$ cat src/rtl/alu_issue_seq.sv
// alu_issue_seq: decodes an ALU request, issues it to an external
// combinational ALU and returns the result over a valid/ready response.
// One request is in flight at a time: IDLE -> EXEC -> DONE.
// Optional build macro ALU_BRANCH_EN: decodes ALUOp 01 as branch compares
// and adds the BranchTaken output. Without it, ALUOp 01 decodes to SUB.
module alu_issue_seq #(
  parameter int unsigned DATA_WIDTH    = 32,
  parameter int unsigned OPCODE_LENGTH = 4
) (
  input  logic                     clk,
  input  logic                     reset,
  input  logic                     in_valid,
  output logic                     in_ready,
  input  logic [1:0]               ALUOp,
  input  logic [2:0]               Funct3,
  input  logic                     Funct7b5,
  input  logic [DATA_WIDTH-1:0]    OpA,
  input  logic [DATA_WIDTH-1:0]    OpB,
  output logic [DATA_WIDTH-1:0]    SrcA,
  output logic [DATA_WIDTH-1:0]    SrcB,
  output logic [OPCODE_LENGTH-1:0] Operation,
  input  logic [DATA_WIDTH-1:0]    ALUResult,
  output logic                     out_valid,
  input  logic                     out_ready,
  output logic [DATA_WIDTH-1:0]    Result,
`ifdef ALU_BRANCH_EN
  output logic                     BranchTaken,
`endif
  output logic                     Illegal
);

  localparam logic [OPCODE_LENGTH-1:0] OP_AND = OPCODE_LENGTH'(4'b0000);
  localparam logic [OPCODE_LENGTH-1:0] OP_OR  = OPCODE_LENGTH'(4'b0001);
  localparam logic [OPCODE_LENGTH-1:0] OP_ADD = OPCODE_LENGTH'(4'b0010);
  localparam logic [OPCODE_LENGTH-1:0] OP_XOR = OPCODE_LENGTH'(4'b0011);
  localparam logic [OPCODE_LENGTH-1:0] OP_SUB = OPCODE_LENGTH'(4'b0110);
  localparam logic [OPCODE_LENGTH-1:0] OP_SLT = OPCODE_LENGTH'(4'b1100);
  localparam logic [OPCODE_LENGTH-1:0] OP_ILL = OPCODE_LENGTH'(4'b1111);
`ifdef ALU_BRANCH_EN
  localparam logic [OPCODE_LENGTH-1:0] OP_EQ  = OPCODE_LENGTH'(4'b1000);
`endif

  typedef enum logic [1:0] {
    IDLE = 2'd0,
    EXEC = 2'd1,
    DONE = 2'd2
  } state_t;

  state_t                   state_q;
  state_t                   state_d;
  logic                     accept;
  logic [OPCODE_LENGTH-1:0] dec_op;
`ifdef ALU_BRANCH_EN
  logic                     dec_bne;
  logic                     bne_q;
`endif

  // Decode instruction class/function fields into an ALU operation code.
  always_comb begin
    dec_op = OP_ILL;
`ifdef ALU_BRANCH_EN
    dec_bne = 1'b0;
`endif
    case (ALUOp)
      2'b00: dec_op = OP_ADD;
      2'b01: begin
`ifdef ALU_BRANCH_EN
        case (Funct3)
          3'b000: dec_op = OP_EQ;
          3'b001: begin
            dec_op  = OP_EQ;
            dec_bne = 1'b1;
          end
          3'b100: dec_op = OP_SLT;
          default: dec_op = OP_ILL;
        endcase
`else
        dec_op = OP_SUB;
`endif
      end
      default: begin
        // R-type (10) and I-type (11); only R-type honours Funct7b5 for SUB.
        case (Funct3)
          3'b000: dec_op = (ALUOp == 2'b10 && Funct7b5) ? OP_SUB : OP_ADD;
          3'b111: dec_op = OP_AND;
          3'b110: dec_op = OP_OR;
          3'b100: dec_op = OP_XOR;
          3'b010: dec_op = OP_SLT;
          default: dec_op = OP_ILL;
        endcase
      end
    endcase
  end

  // Next state and request handshake; a DONE slot freed by out_ready may accept.
  always_comb begin
    state_d  = state_q;
    in_ready = 1'b0;
    accept   = 1'b0;
    case (state_q)
      IDLE: begin
        in_ready = 1'b1;
        if (in_valid) begin
          accept  = 1'b1;
          state_d = EXEC;
        end
      end
      EXEC: state_d = DONE;
      DONE: begin
        if (out_ready) begin
          in_ready = 1'b1;
          if (in_valid) begin
            accept  = 1'b1;
            state_d = EXEC;
          end else begin
            state_d = IDLE;
          end
        end
      end
      default: state_d = IDLE;
    endcase
  end

  // State register.
  always_ff @(posedge clk or posedge reset) begin
    if (reset) state_q <= IDLE;
    else       state_q <= state_d;
  end

  // Issue registers: captured on accept, held through EXEC and DONE.
  always_ff @(posedge clk or posedge reset) begin
    if (reset) begin
      SrcA      <= '0;
      SrcB      <= '0;
      Operation <= OP_AND;
`ifdef ALU_BRANCH_EN
      bne_q     <= 1'b0;
`endif
    end else if (accept) begin
      SrcA      <= OpA;
      SrcB      <= OpB;
      Operation <= dec_op;
`ifdef ALU_BRANCH_EN
      bne_q     <= dec_bne;
`endif
    end
  end

  // Response registers: result captured at EXEC->DONE, held under backpressure.
  always_ff @(posedge clk or posedge reset) begin
    if (reset) begin
      out_valid   <= 1'b0;
      Result      <= '0;
      Illegal     <= 1'b0;
`ifdef ALU_BRANCH_EN
      BranchTaken <= 1'b0;
`endif
    end else begin
      out_valid <= (state_d == DONE);
      if (state_q == EXEC) begin
        Result      <= ALUResult;
        Illegal     <= (Operation == OP_ILL);
`ifdef ALU_BRANCH_EN
        BranchTaken <= ALUResult[0] ^ bne_q;
`endif
      end
    end
  end

endmodule

$ cat config.mk
export PLATFORM = sky130hd
export DESIGN_NAME = alu_issue_seq
export DESIGN_NICKNAME = d
export VERILOG_FILES = /design/src/rtl/alu_issue_seq.sv
export SDC_FILE = /design/constraint.sdc
export NUM_CORES = 1
export LEC_CHECK = 0
export ABC_CLOCK_PERIOD_IN_PS = 3260
export CORE_MARGIN = 2
export CORE_UTILIZATION = 37
export CTS_CLUSTER_DIAMETER = 150
export CTS_CLUSTER_SIZE = 24
export DETAILED_ROUTE_END_ITERATION = 7
export PLACE_DENSITY_LB_ADDON = 0.2
export SYNTH_ARGS = -nofsm -noshare
export SYNTH_HDL_FRONTEND = slang
export SYNTH_SLANG_ARGS = --single-unit
$ cat constraint.sdc
create_clock -name clk -period 3.26 [get_ports clk]
set_input_delay 0.326 -clock clk [delete_from_list [all_inputs] [get_ports clk]]
set_output_delay 0.326 -clock clk [all_outputs]
set_load 0.1 [all_outputs]
==> key figures <==
Yosys
  – Mapped Avg Cell Area: approximately 18 µm²
  – Largest family of logic cells by synthesized area: multiplexers
  – Yosys top cell area share: 0.593
  – Yosys reg bits: 104
  – Register area share after synthesis: 0.593
  – Post-synthesis xor/xnor area fraction: 0
  – Syn Inst Count: 240
  – Mux contribution to synthesized area: 0.323
  – Ys Warns: 0
  – Net Count, Synth: ~350
  – Simple-gate area share of the yosys netlist: 0.0160
  – Adder-cell share of the synthesized area: 0
  – Compound-Gate Fraction of Synth Area: 0.0177
  – Synth area leaders: dfrtp_1 (59%), mux2_4 (30%), buf_12 (3.2%)
  – Yosys top cell by area: dfrtp_1
  – Distinct cells, synth: 23
  – Mapped Area: between 0.004 and 0.005 mm²

Setup path
  – Critical Path Start: Operation[3]$_DFFE_PP0P_
  – Slowest CP cell: clkdlybuf4s50_1
  – CP startpoint kind: register
  – WS Path Type: reg2out
  – R2R Path Start: state_q[1]$_DFF_PP0_
  – Worst EP required: roughly 2.9 ns
  – Critical path's top delay family: buffers and inverters
  – CP endpoint kind: primary output
  – Largest fanout on the critical path: 3
  – Max incr delay on CP: 1.15 ns
  – CP Buf/Inv Count: 1
  – Crit path DAT: between 1.5 and 2 ns
  – Crit-path cells: clkdlybuf4s50_1

STA
  – Total negative slack: 0 ns
  – Worst relative slew slack: 0.249
  – Final Cycle Share: 0.677
  – Slew of the pin with the lowest slew margin: around 1.1 ns
  – Slew Viols, Final: 0
  – Crit path time final: between 2 and 2.5 ns
  – Unrepaired setup endpoints after global routing: no
  – Final Worst Setup Slack: 1.05 ns
  – Highest clock rate: 453 MHz
  – Fin Clk Skew: 0.00550 ns
  – Setup violations, final: 0
  – Final Hold Vio Count: 0

Hold path
  – Hold Path Class: in2async

CTS
  – Clock latency on the worst-skew pair: ~0.34 ns
  – TritonCTS Sinks: roughly 100
  – Cts repair resizes: 0
  – Number of CTS-inserted buffers: 9
  – Post-CTS Setup Inserts: 0
  – Clock Path Buffers: 2
  – Depth of the CTS H-tree: 3
  – CTS clock-pin slew for the worst setup and hold paths: 0.07 ns
  – CTS tree: yes
  – Clock root cell: clkbuf_16
  – Hold Buf Count CTS: 0

Routing
  – DR WL/cell: approximately 16 µm
  – Post-Route WL: 9.85 mm
  – 1st-iter DRT viols: between 100 and 150
  – Final ANT Viol Nets: 0
  – Via density: 4.49
  – Drt first pass iters: 6
  – Remaining DRCs: 12
  – Vias after detailed routing: 2681

Layout
  – Layout area overhead: 55.4%
  – Total Nets Final: around 560
  – Filler Cell Count: about 950
  – Antenna cells: 0
  – Multi-input logic area: 0.00157 mm²
  – Share of layout cells above drive strength 1: 0.242
  – FF/Latch Area: between 0.002 and 0.003 mm²

GRT
  – Initial antenna violation count: 0
  – First-pass GRT wire length: ~15 mm
  – Largest net degree at the start of global routing: 74
  – GRT Residual Overflow: 0
  – Number of global-route vias before repair: between 2000 and 3000
  – GRT Util Overall: 0.156

Flow run
  – Max-cap check violation count: 0

Die
  – Die area: approximately 0.013 mm²
  – Width of the die: approximately 110 µm
  – Top-Level Pins: roughly 210
  – Initial Util: 0.381
  – Core area: between 0.01 and 0.015 mm²
  – DIE HEIGHT: between 100 and 150 µm
  – Row count: 39

Placement
  – Port bufs: 208
  – DP Worst Slack: 1.14 ns
  – Post-detail-place hpwl: between 7 and 8 mm
  – RePlAce Congestion: between 0.8 and 0.9

Outcome
  – Failing checks: DRC
  – Status: complete, but fails checks
==> synth_stat cells <==
cell type,instances
o21ai_1,6
nand2b_1,1
o221a_2,1
buf_8,1
mux2_4,87
nor3b_4,1
buf_4,1
o2111ai_1,2
mux2i_1,1
nor2b_4,1
nand4_1,1
inv_1,6
nand2_1,1
a21oi_1,1
o22ai_1,1
nor2_1,1
mux2_1,9
nand3_1,2
buf_6,3
buf_12,7
o21a_1,1
dfrtp_1,104
or2b_1,1
==> cells by family (layout without fill, tap and decap cells) <==
| group | after synthesis | count (layout) |
|---|---|---|
| multiplexers | 97 | 97 |
| buffers and inverters | 18 | 232 |
| flip-flops | 104 | 104 |
| AO/OA/AOI/OAI | 12 | 12 |
| AND/OR/NAND/NOR | 9 | 9 |
==> flip-flops by register name, summed over array words and instances (netlist names) <==
signal,flops
Operation,4
out_valid,1
SrcA,32
SrcB,32
state_q,2
Result,32
Illegal,1
==> cell type report <==
type | count | area share
Multi-Input combinational cell | 118 | 0.230
Clock buffer | 11 | 0.0356
Timing Repair Buffer | 210 | 0.311
Sequential cell | 104 | 0.382
Tap cell | 143 | 0.0262
Inverter | 6 | 0.00367
Clock inverter | 5 | 0.0117
==> path summary, 6_finish.rpt <==
| kind | depth (start not counted) | slack, ns | endpoint |
|---|---|---|---|
| max | 1 | 1.05 | Operation[3] |
| min | 2 | 0.41 | SrcB[0]$_DFFE_PP0P_ |
| max reg2reg | 2 | 1.45 | Result[18]$_DFFE_PP0N_ |
| min reg2reg | 2 | 0.48 | Illegal$_DFFE_PP0N_ |
| max in group asynchronous | 3 | 2.12 | Result[12]$_DFFE_PP0N_ |
| min in group clk | 2 | 0.48 | Illegal$_DFFE_PP0N_ |
==> cell usage in the layout, fill, tap and decap left out, types with 2 or more instances in the layout <==
master and instances:
buf_12 2, bufinv_16 2, clkbuf_16 9, clkdlybuf4s50_1 207, clkinvlp_4 2, dfrtp_1 104
inv_1 5, mux2_1 9, mux2_4 87, nand3_1 2, o2111ai_1 2, o21ai_1 6
==> metal layers <==
layer | GRT usage | wire [µm]
met1 | 0.194 | 3950
met2 | 0.261 | 5020
met3 | 0.0450 | 761
met4 | 0.0537 | 112
met5 | 0 | 0
==> stage by stage <==
stage,hold WS [ns],std cells,utilization,area (µm²)
2_1_floorplan,0.458,240,-,4390
3_3_place_gp,0.469,581,0.564,6490
3_5_place_dp,0.476,581,0.564,6490
4_1_cts,0.422,597,0.592,6820
5_1_grt,0.447,597,0.592,6820
6_report,0.407,597,0.592,6820
==> worst reg2reg max path, cell delays in order (launching register included) <==
cell and delay [ns]:
dfrtp_1 0.39, nand2b_2 0.72, mux2_1 0.58
Power is not shown: default switching activity piles up to over one toggle a cycle in this logic, so the estimate is an artifact.
